**config.mk**
```make
export PLATFORM = sky130hd
export DESIGN_NAME = servio_loader
export DESIGN_NICKNAME = d
export VERILOG_FILES = /design/src/rtl/servio_pkg.sv /design/src/rtl/servio_loader_timer.sv /design/src/rtl/servio_loader.sv
export SDC_FILE = /design/constraint.sdc
export NUM_CORES = 1
export LEC_CHECK = 0
export ABC_CLOCK_PERIOD_IN_PS = 2900
export CAP_MARGIN = 5
export CORE_ASPECT_RATIO = 1.25
export CORE_MARGIN = 4
export CORE_UTILIZATION = 42
export DETAILED_ROUTE_END_ITERATION = 12
export DONT_BUFFER_PORTS = 1
export GPL_TIMING_DRIVEN = 0
export SLEW_MARGIN = 40
export SYNTH_ARGS = -nofsm -noshare
export SYNTH_HDL_FRONTEND = slang
export SYNTH_SLANG_ARGS = --single-unit
export TNS_END_PERCENT = 5
```
**constraint.sdc**
```tcl
create_clock -name clk -period 2.9 [get_ports clk]
set_input_delay 0.145 -clock clk [delete_from_list [all_inputs] [get_ports clk]]
set_output_delay 0.145 -clock clk [all_outputs]
set_load 0.05 [all_outputs]
```
**src/rtl/servio_pkg.sv**
```systemverilog
// Shared constants and FSM state encoding for the servio program loader.
package servio_pkg;

  localparam logic [7:0] SYNC      = 8'hA5;
  localparam logic [7:0] CMD_WRITE = 8'h01;
  localparam logic [7:0] CMD_RUN   = 8'h02;
  localparam logic [7:0] CMD_HALT  = 8'h03;
  localparam logic [7:0] ACK       = 8'h06;
  localparam logic [7:0] NAK       = 8'h15;

  typedef enum logic [3:0] {
    ST_IDLE = 4'd0,
    ST_CMD  = 4'd1,
    ST_AH   = 4'd2,
    ST_AL   = 4'd3,
    ST_LH   = 4'd4,
    ST_LL   = 4'd5,
    ST_DATA = 4'd6,
    ST_CHK  = 4'd7,
    ST_EXEC = 4'd8
  } state_e;

  function automatic logic is_known_cmd(input logic [7:0] c);
    return (c == CMD_WRITE) || (c == CMD_RUN) || (c == CMD_HALT);
  endfunction

endpackage

```
**src/rtl/servio_loader_timer.sv**
```systemverilog
// Inter-byte timeout counter: cleared by an accepted byte or when disabled,
// expire asserts once TIMEOUT idle cycles have elapsed with no byte.
module servio_loader_timer #(
  parameter int TIMEOUT = 65535
) (
  input  logic clk,
  input  logic reset_n,
  input  logic clr,
  input  logic en,
  output logic expire
);

  localparam logic [15:0] LIMIT = 16'(TIMEOUT);

  logic [15:0] cnt_q, cnt_d;

  always_comb begin
    cnt_d = cnt_q;
    if (clr || !en) begin
      cnt_d = '0;
    end else if (cnt_q != LIMIT) begin
      cnt_d = cnt_q + 16'd1;
    end
  end

  // A byte arriving on the maturing cycle wins over the timeout.
  assign expire = en && !clr && (cnt_q == LIMIT);

  always_ff @(posedge clk or negedge reset_n) begin
    if (!reset_n) cnt_q <= '0;
    else          cnt_q <= cnt_d;
  end

endmodule

```
**src/rtl/servio_loader.sv**
```systemverilog
// Framed byte-stream ROM loader with core-hold control for servio.
// Optional SERVIO_LOADER_ECHO_EN adds an ACK/NAK response stream.
module servio_loader
  import servio_pkg::*;
#(
  parameter  int DATA_DEPTH = 1024,
  parameter  int TIMEOUT    = 65535,
  localparam int AW         = $clog2(DATA_DEPTH)
) (
  input  logic          clk,
  input  logic          reset_n,
  input  logic [7:0]    asi_in_data,
  input  logic          asi_in_valid,
  output logic          asi_in_ready,
  output logic [AW-1:0] avm_s1_address,
  output logic          avm_s1_write,
  output logic [7:0]    avm_s1_writedata,
`ifdef SERVIO_LOADER_ECHO_EN
  output logic [7:0]    aso_out_data,
  output logic          aso_out_valid,
  input  logic          aso_out_ready,
`endif
  output logic          coe_hold,
  output logic          coe_busy,
  output logic          coe_err
);

  state_e        state_q, state_d;
  logic [7:0]    hi_q, hi_d;
  logic [AW-1:0] ptr_q, ptr_d;
  logic [15:0]   rem_q, rem_d;
  logic [7:0]    sum_q, sum_d;
  logic [7:0]    cmd_q, cmd_d;
  logic          lenz_q, lenz_d;
  logic          ok_q, ok_d;
  logic          hold_q, hold_d;
  logic          err_q, err_d;
  logic          ready_q, ready_d;
  logic          wr_q, wr_d;
  logic [AW-1:0] wa_q, wa_d;
  logic [7:0]    wd_q, wd_d;

  logic          accept;
  logic          expire;
  logic          exec_go;
  logic [7:0]    sum_nx;
  logic [15:0]   hi_word;

  // Valid/ready: a byte transfers on a rising edge where asi_in_valid and
  // asi_in_ready are both high; ready is registered and low only in EXEC.
  assign accept  = asi_in_valid && ready_q;
  assign sum_nx  = sum_q + asi_in_data;
  assign hi_word = {hi_q, asi_in_data};

  servio_loader_timer #(.TIMEOUT(TIMEOUT)) u_timer (
    .clk     (clk),
    .reset_n (reset_n),
    .clr     (accept),
    .en      ((state_q != ST_IDLE) && (state_q != ST_EXEC)),
    .expire  (expire)
  );

`ifdef SERVIO_LOADER_ECHO_EN
  logic nak_pend_q, nak_pend_d;
  logic abort;

  assign abort = expire ||
                 ((state_q == ST_CMD) && accept && !is_known_cmd(asi_in_data));

  // A pending abort NAK is delivered before any EXEC response.
  assign aso_out_valid = nak_pend_q || (state_q == ST_EXEC);
  assign aso_out_data  = (nak_pend_q || !ok_q) ? NAK : ACK;
  assign exec_go       = aso_out_ready && !nak_pend_q;

  always_comb begin
    nak_pend_d = nak_pend_q;
    if (abort)                            nak_pend_d = 1'b1;
    else if (nak_pend_q && aso_out_ready) nak_pend_d = 1'b0;
  end

  always_ff @(posedge clk or negedge reset_n) begin
    if (!reset_n) nak_pend_q <= 1'b0;
    else          nak_pend_q <= nak_pend_d;
  end
`else
  assign exec_go = 1'b1;
`endif

  always_comb begin
    state_d = state_q;
    hi_d    = hi_q;
    ptr_d   = ptr_q;
    rem_d   = rem_q;
    sum_d   = sum_q;
    cmd_d   = cmd_q;
    lenz_d  = lenz_q;
    ok_d    = ok_q;
    hold_d  = hold_q;
    err_d   = err_q;
    wr_d    = 1'b0;
    wa_d    = wa_q;
    wd_d    = wd_q;
    if (expire) begin
      err_d   = 1'b1;
      state_d = ST_IDLE;
    end else begin
      unique case (state_q)
        ST_IDLE: if (accept && asi_in_data == SYNC) state_d = ST_CMD;
        ST_CMD: if (accept) begin
          cmd_d = asi_in_data;
          sum_d = asi_in_data;
          if (is_known_cmd(asi_in_data)) begin
            state_d = ST_AH;
            if (asi_in_data == CMD_WRITE) hold_d = 1'b1;
          end else begin
            err_d   = 1'b1;
            state_d = ST_IDLE;
          end
        end
        ST_AH: if (accept) begin
          hi_d    = asi_in_data;
          sum_d   = sum_nx;
          state_d = ST_AL;
        end
        ST_AL: if (accept) begin
          ptr_d   = hi_word[AW-1:0];
          sum_d   = sum_nx;
          state_d = ST_LH;
        end
        ST_LH: if (accept) begin
          hi_d    = asi_in_data;
          sum_d   = sum_nx;
          state_d = ST_LL;
        end
        ST_LL: if (accept) begin
          rem_d   = hi_word;
          lenz_d  = (hi_word == 16'd0);
          sum_d   = sum_nx;
          state_d = (hi_word == 16'd0) ? ST_CHK : ST_DATA;
        end
        ST_DATA: if (accept) begin
          wr_d  = (cmd_q == CMD_WRITE);
          wa_d  = ptr_q;
          wd_d  = asi_in_data;
          ptr_d = ptr_q + AW'(1);
          rem_d = rem_q - 16'd1;
          sum_d = sum_nx;
          if (rem_q == 16'd1) state_d = ST_CHK;
        end
        ST_CHK: if (accept) begin
          ok_d    = (sum_nx == 8'h00) && ((cmd_q == CMD_WRITE) || lenz_q);
          state_d = ST_EXEC;
        end
        ST_EXEC: if (exec_go) begin
          state_d = ST_IDLE;
          if (ok_q) begin
            err_d = 1'b0;
            if (cmd_q == CMD_RUN)       hold_d = 1'b0;
            else if (cmd_q == CMD_HALT) hold_d = 1'b1;
          end else begin
            err_d = 1'b1;
          end
        end
        default: state_d = ST_IDLE;
      endcase
    end
    ready_d = (state_d != ST_EXEC);
  end

  always_ff @(posedge clk or negedge reset_n) begin
    if (!reset_n) begin
      state_q <= ST_IDLE;
      hi_q    <= '0;
      ptr_q   <= '0;
      rem_q   <= '0;
      sum_q   <= '0;
      cmd_q   <= '0;
      lenz_q  <= 1'b0;
      ok_q    <= 1'b0;
      hold_q  <= 1'b1;
      err_q   <= 1'b0;
      ready_q <= 1'b0;
      wr_q    <= 1'b0;
      wa_q    <= '0;
      wd_q    <= '0;
    end else begin
      state_q <= state_d;
      hi_q    <= hi_d;
      ptr_q   <= ptr_d;
      rem_q   <= rem_d;
      sum_q   <= sum_d;
      cmd_q   <= cmd_d;
      lenz_q  <= lenz_d;
      ok_q    <= ok_d;
      hold_q  <= hold_d;
      err_q   <= err_d;
      ready_q <= ready_d;
      wr_q    <= wr_d;
      wa_q    <= wa_d;
      wd_q    <= wd_d;
    end
  end

  assign asi_in_ready     = ready_q;
  assign avm_s1_write     = wr_q;
  assign avm_s1_address   = wa_q;
  assign avm_s1_writedata = wd_q;
  assign coe_hold         = hold_q;
  assign coe_err          = err_q;
  assign coe_busy         = (state_q != ST_IDLE);

endmodule
```
==> out/metrics.cfg, run 1 <==
[drt]
drtAntennaViolNets = 0
wl_per_cell_um = 18.5
first_iter_violations = 305
maxUsedRoutingLayer = met4
wl_mm = 13.2
dr_wl_met2_mm = 6.24
drc = 0
routed_via_density = 5.87
first_pass_iters = 5
wl_met3_um = 701
num_vias = 4191
wl_met1_mm = 5.86

[pwr]
p_per_area_nw_per_um2 = 479
finalPower_mw = 2.77
leakage_nw = 2.49
ir_drop_v = 0.000257

[grt]
antenna_found_initial = 0
grt_pass1_wl_mm = 21.7
grt_max_degree = 95
grt_pass1_vias = 4069
grtUsageTotal_pct = 19.5
grt-ovfl-total = 0

[worst_setup_path]
cp_slowest_cell = dfrtp_1
critPathBufInv = 1
cp_cell_sequence = nand2_1 > nor2_2 > clkbuf_1 > mux2_2
end_kind = flip-flop
max_stage_delay_ns = 0.74
crit_type = flip-flop to flip-flop
path_delay_family = simple AND/OR/NAND/NOR gates
crit_arrival_ns = 2.84
regToRegSetupSlack_ns = 0.29
startpoint_type = flip-flop
worst_ep_required_time_ns = 3.13
crit_path_max_fanout = 10

[timing]
fin_setup_tns_ns = 0
worst_pin_slew_ns = 0.794
hold_viol_final = 0
rsz0062_at_grt = no
fin_crit_sh_pct = 90.0
finalMaxSlewViolations = 0
hold_ws_ns = 0.0120
skew_ns = 0.00712
fmax_mhz = 383
post-route-min-period_ns = 2.61
slew_headroom_pct = 46.8
finalSetupViolations = 0
timing.final.ws_setup_ns = 0.289

[synthesis]
avgSynthCellArea_um2 = 9.72
yosysSeqAreaShare_pct = 45.9
synth_seq_cells = 94
synthDistinctLibCells = 66
async_flop_share_pct = 100
ys.flop_type = dfrtp_1
syn_nets = 551
synth_area_um2 = 5130
synth_warnings = 0
synth_cells = 528
synth_edf_count = 0

[placed_design]
hpwl_mm = 8.85
place_ws_ns = 0.160
io_buffers = 0
gp_congestion = 0.891

[clocking]
cts_buffer_depth = 2
htree_levels = 3
cts_buffers = 9
cts_num_sinks = 94
cts_root_buf = clkbuf_16
cts_setup_buffers = 0
path_clk_slew_ns = 0.06
cts_tree = done
clk_latency_ns = 0.35

[layout]
fin_nets = 571
fin_util_pct = 49.0
syn_to_final_growth_pct = 12.4
n_antenna_cell = 0
drive_above_1_share_pct = 12.1

[floorplanning]
fp.dieW_um = 107
die_h_um = 132
rows = 44
ios = 34
design.die.area_um2 = 14100
start_util_pct = 43.6
core-area_um2 = 11800

[min_path]
hp-class = input pin to flip-flop

[job]
drv_cap = 0

[run_status]
status = finished clean

where the power goes:
group          internal [mW]  switching [mW]  total, mW
Clock                  0.780           0.497       1.28
Sequential              1.33         0.00910       1.33
Combinational         0.0596          0.0955      0.155
worst register-to-register path, delay by kind of cell (launching register included):
kind / cells / cell delay (ns)
buf+inv: 1 / 0.48
mux: 1 / 0.40
simple gates: 2 / 0.88
flops: 1 / 0.74
metal layers:
metal	track usage, %	vias up
li1	-	1989
met1	26.7	2053
met2	29.8	122
met3	3.24	27
met4	9.81	0
met5	0	-
cell usage in the layout (no fill, tap or decap), drive strengths merged, types with 8 or more instances in the layout:
| cell | synthesis | layout |
|---|---|---|
| o31ai | 9 | 9 |
| or3 | 9 | 9 |
| or4 | 13 | 13 |
| nor3 | 17 | 17 |
| nand3 | 11 | 11 |
| mux2i | 8 | 8 |
| nor2 | 33 | 33 |
| ha | 11 | 11 |
| xnor2 | 9 | 9 |
| clkbuf | 18 | 31 |
| buf | 9 | 10 |
| dfrtp | 93 | 93 |
| nand2 | 48 | 48 |
| dlygate4sd3 | 0 | 8 |
| inv | 15 | 15 |
| a21oi | 38 | 38 |
| o21ai | 44 | 44 |
| mux2 | 30 | 30 |
what timing repair did:
| action | CTS | global route |
|---|---|---|
| endpoints found under the hold margin | 114 | 0 |
| setup endpoints to repair | 0 | 3 |
| gates resized for setup | 0 | 1 |
| hold buffers | 9 | 0 |
final timing paths:
path / cells after the start / to / from
setup / recovery: 4 / avm_s1_address[3] / asi_in_ready
max in group asynchronous: 2 / coe_hold / reset_n
hold / removal: 2 / hi_q[3] / asi_in_data[3]
hold reg to reg: 1 / cmd_q[7] / cmd_q[7]
setup reg to reg: 4 / avm_s1_address[3] / asi_in_ready
min in group asynchronous: 2 / avm_s1_address[3] / reset_n
state kept, by name (all words and copies together) (netlist names), 4 cells and up:
| signal | cells |
|---|---|
| rem_q | 16 |
| u_timer.cnt_q | 16 |
| avm_s1_address | 10 |
| ptr_q | 10 |
| avm_s1_writedata | 8 |
| cmd_q | 8 |
| hi_q | 8 |
| sum_q | 8 |
| state_q | 4 |
cells by family (layout without fill, tap and decap cells):
logic type / Yosys count / after routing / synth area share, %
AO/OA/AOI/OAI: 144 / 144 / 17.5
XOR/XNOR: 14 / 14 / 2.39
adder cells (fa/ha/maj): 12 / 12 / 3.07
buffers and inverters: 42 / 67 / 3.68
flip-flops: 94 / 94 / 45.9
multiplexers: 38 / 38 / 8.14
AND/OR/NAND/NOR: 184 / 184 / 19.4
cells in the mapped netlist, drive strengths merged (4+ instances only):
library cell,count,share of area [%]
clkbuf,18,1.3
or3,9,1.1
nand4,7,0.85
xnor2,9,1.5
ha,11,2.7
nor3,17,1.8
nand2b,6,0.73
and3,5,0.61
nor4,6,0.85
o21bai,4,0.59
o31ai,9,1.3
xor2,5,0.85
o22ai,5,0.61
buf,9,1.2
nand3,11,1.1
nand2,48,3.5
nor2,33,2.4
mux2,30,6.6
dfrtp,93,45
or4,13,2.0
mux2i,8,1.6
o21ai,44,4.3
a21oi,38,3.7
a211oi,7,1.1
a21o,4,0.59
inv,15,1.1
or2,5,0.61
a22oi,4,0.59
a31oi,5,0.61
and2,4,0.49
nand4b,5,0.85
layout make-up:
cell class | instances | area, um2
Multi-Input combinational cell | 392 | 2600
Fill cell | 1117 | 6010
Sequential cell | 94 | 2350
Buffer | 27 | 133
Clock buffer | 13 | 250
Clock inverter | 3 | 67.6
Timing Repair Buffer | 9 | 108
Tap cell | 161 | 201
Inverter | 15 | 56.3
stage by stage:
step                      cell area, um2  std cells
final                               5770        714
after global routing                5770        714
after CTS                           5760        714
after detailed placement            5340        689
after global placement              5330        689
after floorplan                     5130        528
No activity file was read; power rests on OpenSTA's default activity.
==> inputs of run 2 (changes only) <==
Settings changed: ABC_CLOCK_PERIOD_IN_PS 2900 to 3120, PLACE_DENSITY set to 0.61.
Clock period 2.9 ns to 3.12 ns, I/O delays scaled along.
==> run 2 against run 1 <==
Compared with the run above: worst setup slack better by 0.11 ns; clock-buffer cell count is 1 lower; via count grew 0.57%; critical endpoint is now u_timer.cnt_q[0]; largest power group unchanged.
==> out/metrics.cfg, run 2 (synthesized netlist as in run 1, its figures left out) <==
[drt]
drc = 0
wl_per_cell_um = 18.5
drtAntennaViolNets = 0
routed_via_density = 5.90
first_pass_iters = 5
num_vias = 4215
first_iter_violations = 220
wl_mm = 13.2

[pwr]
seq_power_share_pct = 50.5
p_per_area_nw_per_um2 = 429
power.share.combinational_pct = 5.8
leakage_nw = 2.45
p_sw_uw = 551
ir_drop_v = 0.000303
p_int_mw = 1.91
pwr-share-clk_pct = 43.7
p_sw_share_pct = 22.4

[grt]
grt_pass1_vias = 4186
grtUsageTotal_pct = 19.3
grt_max_degree = 95
antenna_found_initial = 0
grt_pass1_wl_mm = 21.6
grt-ovfl-total = 0

[timing]
fin_setup_tns_ns = 0
slew_headroom_pct = 54.7
post-route-min-period_ns = 2.73
hold_viol_final = 0
worst_pin_slew_ns = 0.679
fmax_mhz = 367
rsz0062_at_grt = no
fin_crit_sh_pct = 87.4
finalMaxSlewViolations = 0
finalSetupViolations = 0
timing.final.ws_setup_ns = 0.395
skew_ns = 0.00621

[clocking]
clk_latency_ns = 0.34
cts_root_buf = clkbuf_16
cts_num_sinks = 94
htree_levels = 3
cts_buffers = 9
cts_buffer_depth = 2
cts_setup_buffers = 0
cts_tree = done
path_clk_slew_ns = 0.07

[layout]
drive_above_1_share_pct = 12.1
fin_nets = 571
n_antenna_cell = 0
layout_common_cells = 93 x dfrtp_1, 48 x nand2_1, 44 x o21ai_0, 38 x a21oi_1, 32 x nor2_1
reg.largest.list = rem_q: 16 flops, u_timer.cnt_q: 16 flops
final_common_cell = dfrtp_1
syn_to_final_growth_pct = 11.7
fin_util_pct = 48.7

[floorplanning]
design.die.area_um2 = 14100
start_util_pct = 43.6
fp.dieW_um = 107
ios = 34
core-area_um2 = 11800
rows = 44
die_h_um = 132

[placed_design]
hpwl_mm = 9.04
io_buffers = 0
place_ws_ns = 0.373
gp_congestion = 0.890

[worst_setup_path]
crit_arrival_ns = 2.96
end_kind = flip-flop
startpoint_type = flip-flop
worst_ep_required_time_ns = 3.35
crit_path_max_fanout = 10
crit_type = flip-flop to flip-flop

[min_path]
hp-class = input pin to flip-flop

[run_status]
status = finished clean

[job]
drv_cap = 0

## run 2: cell count changes in the layout (fill, tap and decap cells not counted)
cell	delta
bufinv_16	-1
nor3_4	+1
nor3_2	-1
nor4_2	+1
clkinv_2	+2
nor4_4	-1
clkbuf_8	-1
## run 2: per-stage QoR
stage	power [mW]	cell area [um2]	cells	hold WS, ns
2_1_floorplan	1.34	5130	528	-0.140
5_1_grt	2.57	5730	714	0.00346
6_report	2.46	5730	714	0.00841
3_5_place_dp	1.36	5340	689	-0.135
3_3_place_gp	1.36	5330	689	-0.136
4_1_cts	2.48	5730	714	0.00771
## run 2: final cells by class
class / instances / area, um2
sequential: 94 / 2350
tap: 161 / 201
timing repair buffer: 9 / 108
clock inverter: 4 / 47.5
fill: 1123 / 6050
clock buffer: 12 / 236
buffer: 27 / 133
multi-input combinational: 392 / 2600
inverter: 15 / 56.3
## run 2: final timing paths
check                           slack [ns]                end      startpoint  cells after the start
worst max-delay path                  0.39   u_timer.cnt_q[0]    asi_in_ready                      9
worst min-delay path                 0.008           ptr_q[0]  asi_in_data[0]                      2
worst max register to register        0.39   u_timer.cnt_q[0]    asi_in_ready                      9
worst min register to register        0.48           cmd_q[7]        cmd_q[7]                      1
max in group asynchronous             2.33           coe_hold         reset_n                      2
min in group asynchronous             0.41  avm_s1_address[8]         reset_n                      2
## run 2: per-layer routing
| layer | global-route usage (%) | wire length, um |
|---|---|---|
| met4 | 7.18 | 256 |
| met1 | 24.9 | 5770 |
| met5 | 0 | 0 |
| met2 | 31.9 | 6490 |
| met3 | 3.78 | 701 |
## run 2: timing repair
action | CTS | global route
resized for setup | 0 | 0
hold endpoints to repair | 110 | 0
hold buffers | 9 | 0
## run 2: power by group through the flow
stage	sequential (mW)	combinational [mW]	clock (mW)
after CTS	1.24	0.144	1.10
after global placement	1.26	0.0973	0
after global routing	1.24	0.162	1.17
final	1.24	0.143	1.07
after detailed placement	1.26	0.101	0
after floorplan	1.26	0.0801	0
## run 2: critical path, stage by stage, from the launching register on
cell and delay (ns):
dfrtp_1 0.61, and2_1 0.25, buf_2 0.17, or2_2 0.30, clkbuf_1 0.21, nor4_2 0.47
buf_6 0.23, buf_6 0.15, nor3_1 0.05, a21o_1 0.17
